**config.mk**
```make
export PLATFORM = sky130hd
export DESIGN_NAME = prefetch_queue_flat
export DESIGN_NICKNAME = d
export VERILOG_FILES = /design/src/rtl/prefetch_queue_if.sv /design/src/rtl/prefetch_queue.sv /design/src/flat_wrapper.sv
export SDC_FILE = /design/constraint.sdc
export NUM_CORES = 1
export LEC_CHECK = 0
export ABC_AREA = 1
export BUFFER_PORTS_ARGS = -buffer_cell sky130_fd_sc_hd__buf_4
export CAP_MARGIN = 20
export CORE_ASPECT_RATIO = 0.9
export CORE_MARGIN = 5
export CORE_UTILIZATION = 57
export DETAILED_ROUTE_END_ITERATION = 7
export PLACE_DENSITY_LB_ADDON = 0.3
export SLEW_MARGIN = 0
export SYNTH_ARGS = -nofsm -noshare
export SYNTH_HDL_FRONTEND = slang
export SYNTH_SLANG_ARGS = --single-unit
```
**constraint.sdc**
```tcl
create_clock -name clk -period 2.42 [get_ports clk]
set_input_delay 0.121 -clock clk [delete_from_list [all_inputs] [get_ports clk]]
set_output_delay 0.121 -clock clk [all_outputs]
set_load 0.01 [all_outputs]
```
**src/rtl/prefetch_queue_if.sv**
```systemverilog
// Bus bundle for prefetch_queue: RAM read port, decode-side pop port and flush redirect.
// master = the prefetch queue, slave = the surrounding RAM/decode environment.
interface prefetch_queue_if #(
  parameter int unsigned ADDR_W = 16,
  parameter int unsigned DEPTH  = 6
);
  localparam int unsigned CNT_W = $clog2(DEPTH + 1);

  logic              flush;
  logic [ADDR_W-1:0] flush_addr;
  logic              mem_req;
  logic [ADDR_W-1:0] mem_addr;
  logic              mem_ack;
  logic [7:0]        mem_rdata;
  logic              q_valid;
  logic [7:0]        q_byte;
  logic              q_pop;
  logic [CNT_W-1:0]  q_count;

  modport master (
    input  flush, flush_addr, mem_ack, mem_rdata, q_pop,
    output mem_req, mem_addr, q_valid, q_byte, q_count
  );

  modport slave (
    output flush, flush_addr, mem_ack, mem_rdata, q_pop,
    input  mem_req, mem_addr, q_valid, q_byte, q_count
  );
endinterface

```
**src/rtl/prefetch_queue.sv**
```systemverilog
// Byte-wide instruction prefetch queue (8086 BIU style) with flush redirect.
// Optional PFQ_STATS_EN adds saturating stat_bytes / stat_flushes counters.
module prefetch_queue #(
  parameter int unsigned ADDR_W = 16,
  parameter int unsigned DEPTH  = 6
) (
  input  logic clk,
  input  logic rst,
`ifdef PFQ_STATS_EN
  output logic [15:0] stat_bytes,
  output logic [15:0] stat_flushes,
`endif
  prefetch_queue_if.master bus
);
  localparam int unsigned CNT_W = $clog2(DEPTH + 1);
  localparam int unsigned PTR_W = $clog2(DEPTH);
  localparam logic [PTR_W-1:0] PTR_LAST = PTR_W'(DEPTH - 1);

  typedef enum logic [1:0] {
    ST_IDLE = 2'd0,
    ST_REQ  = 2'd1,
    ST_DROP = 2'd2
  } state_e;

  state_e            state_q;
  logic              mem_req_q;
  logic [ADDR_W-1:0] mem_addr_q;
  logic [ADDR_W-1:0] fetch_q;
  logic [PTR_W-1:0]  rd_q, rd_d;
  logic [PTR_W-1:0]  wr_q, wr_d;
  logic [CNT_W-1:0]  count_q, count_d;
  logic              q_valid_q;
  logic [7:0]        buf_q [DEPTH];

  logic pop;
  logic push;
  logic can_req;

  // A flush overrides both queue ports; only a live REQ ack carries real data.
  assign pop     = bus.q_pop && q_valid_q && !bus.flush;
  assign push    = (state_q == ST_REQ) && bus.mem_ack && !bus.flush;
  assign can_req = !bus.flush && ((32'(count_q) + 32'(pop)) < DEPTH);

  always_comb begin
    rd_d    = rd_q;
    wr_d    = wr_q;
    count_d = count_q;
    if (bus.flush) begin
      rd_d    = '0;
      wr_d    = '0;
      count_d = '0;
    end else begin
      if (pop) begin
        rd_d = (rd_q == PTR_LAST) ? '0 : rd_q + PTR_W'(1);
      end
      if (push) begin
        wr_d = (wr_q == PTR_LAST) ? '0 : wr_q + PTR_W'(1);
      end
      count_d = count_q + CNT_W'(push) - CNT_W'(pop);
    end
  end

  // Byte storage needs no reset: q_byte is masked while the queue is empty.
  always_ff @(posedge clk) begin
    if (rst && push) begin
      buf_q[wr_q] <= bus.mem_rdata;
    end
  end

  always_ff @(posedge clk) begin
    if (!rst) begin
      state_q    <= ST_IDLE;
      mem_req_q  <= 1'b0;
      mem_addr_q <= '0;
      fetch_q    <= '0;
      rd_q       <= '0;
      wr_q       <= '0;
      count_q    <= '0;
      q_valid_q  <= 1'b0;
    end else begin
      rd_q      <= rd_d;
      wr_q      <= wr_d;
      count_q   <= count_d;
      q_valid_q <= (count_d != '0);
      case (state_q)
        ST_IDLE: begin
          if (can_req) begin
            mem_req_q  <= 1'b1;
            mem_addr_q <= fetch_q;
            state_q    <= ST_REQ;
          end
        end
        ST_REQ: begin
          if (bus.mem_ack) begin
            mem_req_q <= 1'b0;
            state_q   <= ST_IDLE;
            fetch_q   <= fetch_q + ADDR_W'(1);
          end else if (bus.flush) begin
            state_q <= ST_DROP;
          end
        end
        ST_DROP: begin
          // RAM still owes us a cycle; hold the old request and discard its data.
          if (bus.mem_ack) begin
            mem_req_q <= 1'b0;
            state_q   <= ST_IDLE;
          end
        end
        default: begin
          mem_req_q <= 1'b0;
          state_q   <= ST_IDLE;
        end
      endcase
      if (bus.flush) begin
        fetch_q <= bus.flush_addr;
      end
    end
  end

  assign bus.mem_req  = mem_req_q;
  assign bus.mem_addr = mem_addr_q;
  assign bus.q_valid  = q_valid_q;
  assign bus.q_count  = count_q;
  assign bus.q_byte   = q_valid_q ? buf_q[rd_q] : 8'h00;

`ifdef PFQ_STATS_EN
  logic [15:0] stat_bytes_q;
  logic [15:0] stat_flushes_q;

  always_ff @(posedge clk) begin
    if (!rst) begin
      stat_bytes_q   <= '0;
      stat_flushes_q <= '0;
    end else begin
      if (push && (stat_bytes_q != 16'hFFFF)) begin
        stat_bytes_q <= stat_bytes_q + 16'd1;
      end
      if (bus.flush && (stat_flushes_q != 16'hFFFF)) begin
        stat_flushes_q <= stat_flushes_q + 16'd1;
      end
    end
  end

  assign stat_bytes   = stat_bytes_q;
  assign stat_flushes = stat_flushes_q;
`endif
endmodule

```
**src/flat_wrapper.sv**
```systemverilog
// flat-port wrapper written by rule: the top's interface ports become plain ports
module prefetch_queue_flat 
#(
  parameter int unsigned ADDR_W = 16,
  parameter int unsigned DEPTH  = 6
)
  (clk, rst, bus_flush, bus_flush_addr, bus_mem_ack, bus_mem_rdata, bus_q_pop, bus_mem_req, bus_mem_addr, bus_q_valid, bus_q_byte, bus_q_count);
  prefetch_queue_if #(.ADDR_W(ADDR_W), .DEPTH(DEPTH)) bus_i ();
  input  logic clk;
  input  logic rst;
  input wire logic [$bits(bus_i.flush)-1:0] bus_flush;
  input wire logic [$bits(bus_i.flush_addr)-1:0] bus_flush_addr;
  input wire logic [$bits(bus_i.mem_ack)-1:0] bus_mem_ack;
  input wire logic [$bits(bus_i.mem_rdata)-1:0] bus_mem_rdata;
  input wire logic [$bits(bus_i.q_pop)-1:0] bus_q_pop;
  output wire logic [$bits(bus_i.mem_req)-1:0] bus_mem_req;
  output wire logic [$bits(bus_i.mem_addr)-1:0] bus_mem_addr;
  output wire logic [$bits(bus_i.q_valid)-1:0] bus_q_valid;
  output wire logic [$bits(bus_i.q_byte)-1:0] bus_q_byte;
  output wire logic [$bits(bus_i.q_count)-1:0] bus_q_count;
  assign bus_i.flush = bus_flush;
  assign bus_i.flush_addr = bus_flush_addr;
  assign bus_i.mem_ack = bus_mem_ack;
  assign bus_i.mem_rdata = bus_mem_rdata;
  assign bus_i.q_pop = bus_q_pop;
  assign bus_mem_req = bus_i.mem_req;
  assign bus_mem_addr = bus_i.mem_addr;
  assign bus_q_valid = bus_i.q_valid;
  assign bus_q_byte = bus_i.q_byte;
  assign bus_q_count = bus_i.q_count;
  prefetch_queue #(.ADDR_W(ADDR_W), .DEPTH(DEPTH)) u_core (.clk(clk), .rst(rst), .bus(bus_i));
endmodule
```
* Word-level counts from Yosys, hierarchy flattened
Memory sizes are Yosys's and may differ from the RTL's. A register that Yosys moved wholly into a read port is not among the register bits.
Index checks and enable logic that the tools add are counted.
** Word-level totals
- Bits in registers :: 45
- Bits in writable memories :: 48
- Memories :: 1
- Input port bits :: 29
- Word-level logic and storage cells :: 61
- Output and inout port bits :: 29
** Memories
- u_core.buf_q :: depth 6, width 8, read ports 1, clocked after Yosys merged registers in 1, write ports 1, RTL line prefetch_queue.sv:33 : logic [7:0] buf_q [DEPTH];
** Cells by class
- Bitwise operators :: 1
- Order comparisons :: 1
- Equal/unequal tests :: 8
- $add $sub $neg :: 6
- Muxes and demuxes :: 19
- Reductions and logical operators :: 17
** Operator list (count)
- 16-bit two-way mux :: 3
- 32-bit by 3-bit less-than comparator with 1-bit output, second input constant :: 1
- 16-bit by 1-bit adder with 16-bit output, second input constant :: 1
- 3-bit two-way mux :: 5
- 2-bit two-way mux :: 4
- 8-bit two-way mux :: 1
- 3-bit by 1-bit adder with 3-bit output, second input constant :: 2
- 3-bit == test, second input constant :: 2
- 1-bit logical AND :: 6
- 2-bit one-hot mux with 3 select lines :: 1
- 2-bit AND reduction :: 3
- 3-bit by 1-bit adder with 4-bit output :: 1
- 1-bit two-way mux :: 4
- 2-bit by 1-bit != test with 1-bit output, second input constant :: 2
- 2-bit nonzero test :: 2
- 2-bit OR reduction :: 2
- 3-bit by 1-bit adder with 3-bit output :: 1
- 3-bit != test, second input constant :: 1
- 3-bit AND reduction :: 1
- 3-bit nonzero test :: 1
- 3-bit by 1-bit subtractor with 3-bit output :: 1
- 2-bit by 1-bit == test with 1-bit output, second input constant :: 1
- 2-bit == test, second input constant :: 1
- 2-bit zero test :: 1
- other kinds (4) :: 4

* Longest topological paths before layout
Gate-level depths: netlist of run 1.
- Depth after elaboration :: 7
- Depth in mapped cells :: 14
- Depth with buffers taken out :: 12

* Worst setup path before layout of run 1
OpenSTA, ideal clock, no wires.
- Path kind :: register -> register
- Start :: register u_core.state_q[1]
- End :: memory u_core.buf_q[5][0], enable pin
- Library setup time :: 0.395 ns
- Buffers on the path :: 0
- Slack :: 0.290 ns
- Arrival :: 1.735 ns
- Data required time :: 2.025 ns
- Period minus slack after synthesis :: 2.130 ns
- Stages on the path, launching flop included :: 7
- Cell sequence :: dfxtp_1 > inv_1 > ha_1 > nand2_2 > nor2_1 > inv_1 > nor4_1
** On the way
- Word-level cells in the longest chain between the ends :: 6
** RTL lines
- start: declaration :: RTL line prefetch_queue.sv:25 : state_e state_q;
- start signal: assignment :: RTL line prefetch_queue.sv:72 : state_q <= ST_IDLE;
- start signal: assignment :: RTL line prefetch_queue.sv:90 : state_q <= ST_REQ;
- start signal: assignment :: RTL line prefetch_queue.sv:96 : state_q <= ST_IDLE;
- 2-bit by 1-bit == test with 1-bit output :: RTL line prefetch_queue.sv:41 : assign push = (state_q == ST_REQ) && bus.mem_ack && !bus.flush;
- 1-bit logical AND (2 in series) :: RTL line prefetch_queue.sv:41
- 1-bit logical AND :: RTL line prefetch_queue.sv:65 : if (rst && push) begin
- 1-bit two-way mux :: RTL line prefetch_queue.sv:65
- 1-bit two-way mux (not written as such) :: RTL line prefetch_queue.sv:66 : buf_q[wr_q] <= bus.mem_rdata;
- end: declaration :: RTL line prefetch_queue.sv:33
No other way between the ends.

* Worst setup path in the final report of run 1
- Start :: register u_core.state_q[1]
- End :: register u_core.q_valid_q, in the netlist u_core.bus.q_valid
** On the way
- Word-level cells in the longest chain between the ends :: 7
** RTL lines
- 2-bit by 1-bit == test with 1-bit output :: RTL line prefetch_queue.sv:41
- 1-bit logical AND (2 in series) :: RTL line prefetch_queue.sv:41
- 3-bit by 1-bit adder with 3-bit output :: RTL line prefetch_queue.sv:59 : count_d = count_q + CNT_W'(push) - CNT_W'(pop);
- 3-bit by 1-bit subtractor with 3-bit output :: RTL line prefetch_queue.sv:59
- 3-bit two-way mux :: RTL line prefetch_queue.sv:48 : if (bus.flush) begin
- 3-bit nonzero test :: RTL line prefetch_queue.sv:84 : q_valid_q <= (count_d != '0);
- end signal: assignment :: RTL line prefetch_queue.sv:84
- end: declaration :: RTL line prefetch_queue.sv:32 : logic q_valid_q;
No other way between the ends.
A chain may end at the register's enable or synchronous reset.

==> results of run 1 <==
==> worst reg2reg max path: stages, from the launching register on <==
cell     delay, ns
dfxtp_1       0.34
inv_1         0.08
ha_1          0.20
nand2_2       0.15
nor2_4        0.31
ha_1          0.20
inv_1         0.05
fa_1          0.37
xnor2_1       0.19
a31oi_1       0.11
==> cell usage after synthesis (3+ instances only) <==
cell	instances
a31oi_1	8
nor2_1	64
a21oi_1	37
edfxtp_1	48
clkbuf_1	4
buf_6	3
dfxtp_1	48
nor4_1	4
ha_1	9
buf_2	5
nand4_1	8
o21ai_0	38
inv_1	40
o21ai_1	11
nor2_4	4
inv_2	4
nand3_1	31
nand2_1	77
nand2_2	6
==> kinds of logic (layout without fill, tap and decap cells) <==
family,after synthesis,after routing,share of synthesized area [%]
buffers and inverters,62,135,6.59
DFF,96,96,56.0
AOI/OAI and AO/OA,100,100,12.3
xor gates and xnor gates,3,3,0.612
adders and majority gates,10,10,3.09
and+or+nand+nor,204,204,21.4
==> layer usage <==
metal  up-vias  global-route usage (%)
met5         -                       0
met4         0                    9.41
met3        17                    3.77
met2       103                    38.0
met1      1641                    26.7
li1       1744                       -
==> sequential cells by signal, summed over array words and instances, names as in the netlist, named ones only <==
register	cells
u_core.buf_q	48
u_core.bus.mem_addr	16
u_core.bus.mem_req	1
u_core.bus.q_count	3
u_core.bus.q_valid	1
u_core.fetch_q	16
u_core.rd_q	3
u_core.state_q	2
u_core.wr_q	3
==> report_power, final <==
part	total, W	switching (W)	leakage, nW	internal, W
clock	0.00102	0.000617	0.0991	0.000399
sequential	0.00177	0.0000323	0.823	0.00174
combinational	0.000247	0.000144	1.00	0.000103
==> per-stage QoR <==
step                      hold slack [ns]  power [W]  std cells  setup WS (ns)
after floorplan                     0.220    0.00194        475          0.290
after global placement              0.336    0.00203        619          0.383
after detailed placement            0.340    0.00204        619          0.289
after CTS                          0.0107    0.00304        644          0.286
after global routing               0.0216    0.00315        644         0.0726
final                              0.0190    0.00303        644          0.300
==> area by class of cell <==
class / count / area (um^2)
clock buffer: 9 / 124
clock inverter: 7 / 65.1
fill: 610 / 2370
inverter: 46 / 178
multi-input combinational: 317 / 1610
sequential: 96 / 2400
tap: 96 / 120
timing repair buffer: 73 / 571
==> path summary, 6_finish.rpt <==
path | slack [ns] | endpoint | startpoint
max reg2reg | 0.30 | u_core.bus.q_valid | u_core.state_q[1]
min reg2reg | 0.46 | u_core.bus.mem_req | u_core.bus.mem_req
min | 0.02 | u_core.fetch_q[4] | bus_flush_addr[4]
max | 0.30 | u_core.bus.q_valid | u_core.state_q[1]
==> repair_timing <==
item,CTS,global route
hold buffers,9,0
buffers inserted,0,0
endpoints found under the hold margin,50,0
==> metrics, run 1 <==
Worst Setup End Kind register; Primary FF master, synth edfxtp_1; Ys Warns 0; post-synthesis sequential area ratio 56.0%; Avg Cell Area, Syn 9.03 um^2; crit path time final 2.12 ns; I/O pin total 58; Pre-antenna DRT Iters 5; via/cell ratio 5.44; Hold Violations, Final 0; crit-path leading delay family adder cells; Tcrit/Tclk final 87.6%; Core ar. 7430 um^2; met1 wire length 4090 um; Syn Std Cell Area 4290 um^2; routed len/inst 15.0 um; Synth area leaders edfxtp_1, dfxtp_1, nand2_1; met2 wire len 4940 um; Fin Setup TNS 0 ns; Peak VDD IR 0.373 mV; CP Launch Type register; area grow syn2layout 18.0%; Post-synth EDFFs 48; CTS Sinks 96; Hold Path Class primary input to register; Layout Nets 582; DR top layer met4; clk_lat worst skew 0.37 ns; DIE WIDTH 101 um; DRC Markers 0; fmax 472 MHz; Worst Path Max Fanout 12; Final GP Congestion 0.935; Core Rows 30; fin util 68.2%; CTS tree built; Worst Clk Skew 0.0124 ns; grt total ovfl 0; worst setup path category register to register; met3 wire len 409 um; 1st-iter DRT viols 169; Hold Crit Depth 3; global-route wire length before repair 16200 um; largest net degree at the start of global routing 35; IO buf count 57; Leak Pwr 1.92 nW; FF+latch count, synth 96; Post-DP Area 4790 um^2; CP max-delay cell fa_1; max_cap viols 0; CP bufs+invs 2; clk root buf clkbuf_8; TritonCTS Buffers 9; vias in the first global route 3536; crit-path cells inv_1 > ha_1 > nand2_2 > nor2_4 > ha_1 > inv_1 > fa_1 > xnor2_1 > a31oi_1; htree depth 3; CTS Buffer Depth 2; design area 5070 um^2; via count 3505; initial cell density of the core 57.7%; status completed; post_cts resized 0; WP depth 9; Routed Antenna Nets 0; share of post-route cells with drive strength above 1 19.0%; Req. time, crit path 2.67 ns; Reg clk slew, reported paths 0.10 ns; Arr. time, crit path 2.37 ns; most frequent cells in the layout nand2_1, nor2_1, buf_4, dfxtp_1, edfxtp_1; post-detail-place hpwl 6630 um; initial antenna violation count 0; Slew HR 52.3%; Tot GR Track Use 22.0%; RSZ-0062 raised after global routing false; Yosys top cell by area edfxtp_1; Die H 92.3 um; ANT cells 0; worst slew pin tran 0.715 ns; syn_nets 514; Routed WL 9640 um; Reg2Reg Depth 9; crit-path max cell delay 0.37 ns; setup violators final 0; Syn Inst Count 475; areal power density over the cells 598 nW/um^2; DIE AREA 9370 um^2; Slew Viols, Final 0; post-synth top area share 33.6%; commonest non-fill, non-tap cell in the layout nand2_1; Distinct cells, synth 39; Async S/R FF share, synth 0%
(Power assumes the default switching activity.)
==> inputs of run 2 (changes only) <==
--- a/config.mk
+++ b/config.mk
@@ -12,7 +12,7 @@
 export CORE_MARGIN = 5
 export CORE_UTILIZATION = 57
 export DETAILED_ROUTE_END_ITERATION = 7
-export PLACE_DENSITY_LB_ADDON = 0.3
+export PLACE_DENSITY_LB_ADDON = 0.25
 export SLEW_MARGIN = 0
 export SYNTH_ARGS = -nofsm -noshare
 export SYNTH_HDL_FRONTEND = slang
==> metrics, run 2 (same netlist as run 1, synthesis figures left out) <==
status completed; Req. time, crit path 2.49 ns; clk root buf clkbuf_8; clk_lat worst skew 0.36 ns; CP max-delay cell dfxtp_1; DRC Markers 0; via/cell ratio 5.46; Hold Path Class primary input to register; Hold Crit Depth 3; DIE AREA 9370 um^2; post-detail-place hpwl 6770 um; min-delay src bus_flush_addr[4]; reg2reg setup slack 0.38 ns; initial antenna violation count 0; Tcrit/Tclk final 84.2%; Layout Nets 583; Logic pwr share 8.3%; CTS Sinks 96; design area 5070 um^2; area grow syn2layout 18.2%; commonest non-fill, non-tap cell in the layout nand2_1; worst setup path category register to register; max reg flops 48; max_cap viols 0; Reg2Reg Depth 10; global-route wire length before repair 16600 um; post-CTS setup buffers 0; Slew HR 52.4%; Routed WL 9780 um; via count 3521; Routed Antenna Nets 0; Net Sw Frac 25.8%; Reg clk slew, reported paths 0.10 ns; areal power density over the cells 594 nW/um^2; Pre-antenna DRT Iters 5; Arr. time, crit path 2.11 ns; Clock power frac 33.1%; RSZ-0062 raised after global routing false; CTS tree built; Core ar. 7430 um^2; Core Rows 30; most frequent cells in the layout nand2_1, buf_4, nor2_1, dfxtp_1, edfxtp_1; Worst Path Max Fanout 9; sequential share of power 58.7%; ANT cells 0; I/O pin total 58; Largest Register u_core.buf_q; vias in the first global route 3596; Final GP Congestion 0.859; Fin Setup TNS 0 ns; initial cell density of the core 57.7%; routed len/inst 15.2 um; Slew Viols, Final 0; P_int 0.00224 W; FF-to-FF End u_core.buf_q[3][7]; crit-path most repeated cell buf_4; cts hold-fix bufs 8; CP bufs+invs 4; CP Launch Type register; Peak VDD IR 0.290 mV; CTS Buffer Depth 2; Hold Violations, Final 0; Worst Clk Skew 0.00814 ns; largest net degree at the start of global routing 34; grt total ovfl 0; htree depth 3; 1st-iter DRT viols 213; Tot GR Track Use 22.2%; setup violators final 0; crit-path cells inv_1 > ha_1 > nand2_2 > nor2_4 > buf_4 > inv_2 > nor2_2 > nand3_1 > nor2_1 > buf_4; Psw 0.000778 W; crit-path leading delay family simple AND/OR/NAND/NOR gates; worst slew pin tran 0.714 ns; DIE WIDTH 101 um; crit path time final 2.04 ns; Worst Hold End u_core.fetch_q[4]; Leak Pwr 1.93 nW; fillers 588; FF-to-FF Start u_core.state_q[1]; TritonCTS Buffers 9; post_cts resized 0; Post-DP Area 4800 um^2; fmax 491 MHz; crit-path max cell delay 0.34 ns; Worst Setup End Kind register; IO buf count 57; Die H 92.3 um; share of post-route cells with drive strength above 1 19.1%
[run 2: changes by cell type in the layout (fill, tap and decap cells not counted)]
| cell | previous run | this run |
|---|---|---|
| clkinv_8 | 0 | 1 |
| inv_8 | 3 | 1 |
| clkinv_1 | 0 | 1 |
| dlygate4sd3_1 | 9 | 8 |
| buf_4 | 64 | 66 |
| inv_6 | 0 | 1 |
| clkinv_2 | 1 | 0 |
[run 2: worst max-delay path by stage]
stage / from / endpoint / cells past startpoint
2_1_floorplan: u_core.state_q[1] / u_core.buf_q[5][0] / 6
3_3_place_gp: bus_flush / u_core.bus.mem_addr[15] / 13
3_5_place_dp: bus_flush / u_core.bus.mem_addr[9] / 13
4_1_cts: u_core.state_q[1] / u_core.buf_q[3][2] / 10
5_1_grt: register / bus_q_byte[1] / 8
6_report: u_core.state_q[1] / u_core.buf_q[3][7] / 10
[run 2: tightest hold or removal path, delay by kind of cell]
kind | cells | cell delay [ns]
AO/OA/AOI/OAI | 1 | 0.05
buffers and inverters | 1 | 0.11
AND/OR/NAND/NOR | 1 | 0.05
[run 2: power groups by stage]
| stage | Clock, W | Sequential (W) | Combinational [W] |
|---|---|---|---|
| after floorplan | 0 | 0.00180 | 0.000140 |
| after global placement | 0 | 0.00180 | 0.000230 |
| after detailed placement | 0 | 0.00180 | 0.000238 |
| after CTS | 0.00100 | 0.00177 | 0.000250 |
| after global routing | 0.00109 | 0.00177 | 0.000277 |
| final | 0.000996 | 0.00177 | 0.000249 |
[run 2: metrics by stage]
step	setup slack, ns	util, %	power [W]	hold slack, ns	instances
final	0.383	68.2	0.00301	0.0235	645
after global routing	0.192	68.2	0.00314	0.0263	645
after CTS	0.375	68.2	0.00302	0.0144	645
after detailed placement	0.352	64.6	0.00204	0.343	621
after global placement	0.408	64.6	0.00203	0.339	621
after floorplan	0.290	-	0.00194	0.220	475
[run 2: final cells by class]
class                   instances  area (um^2)  share of cell area, %
multi-input cells             317         1610                   31.7
inverters                      46          178                   3.50
flip-flops and latches         96         2400                   47.4
clock inverters                 7         66.3                   1.31
repair buffers                 74          576                   11.3
well taps                      96          120                   2.37
clock buffers                   9          124                   2.44
[run 2: per-layer routing]
metal  part of all wire, %  global-route usage, %  vias up  wire [um]
met5                     0                      0        -          0
met3                   6.0                   4.67       14        590
met4                   1.2                   7.20        0        119
met2                    51                   38.5      116       4960
met1                    42                   27.6     1645       4120
li1                      -                      -     1746          -
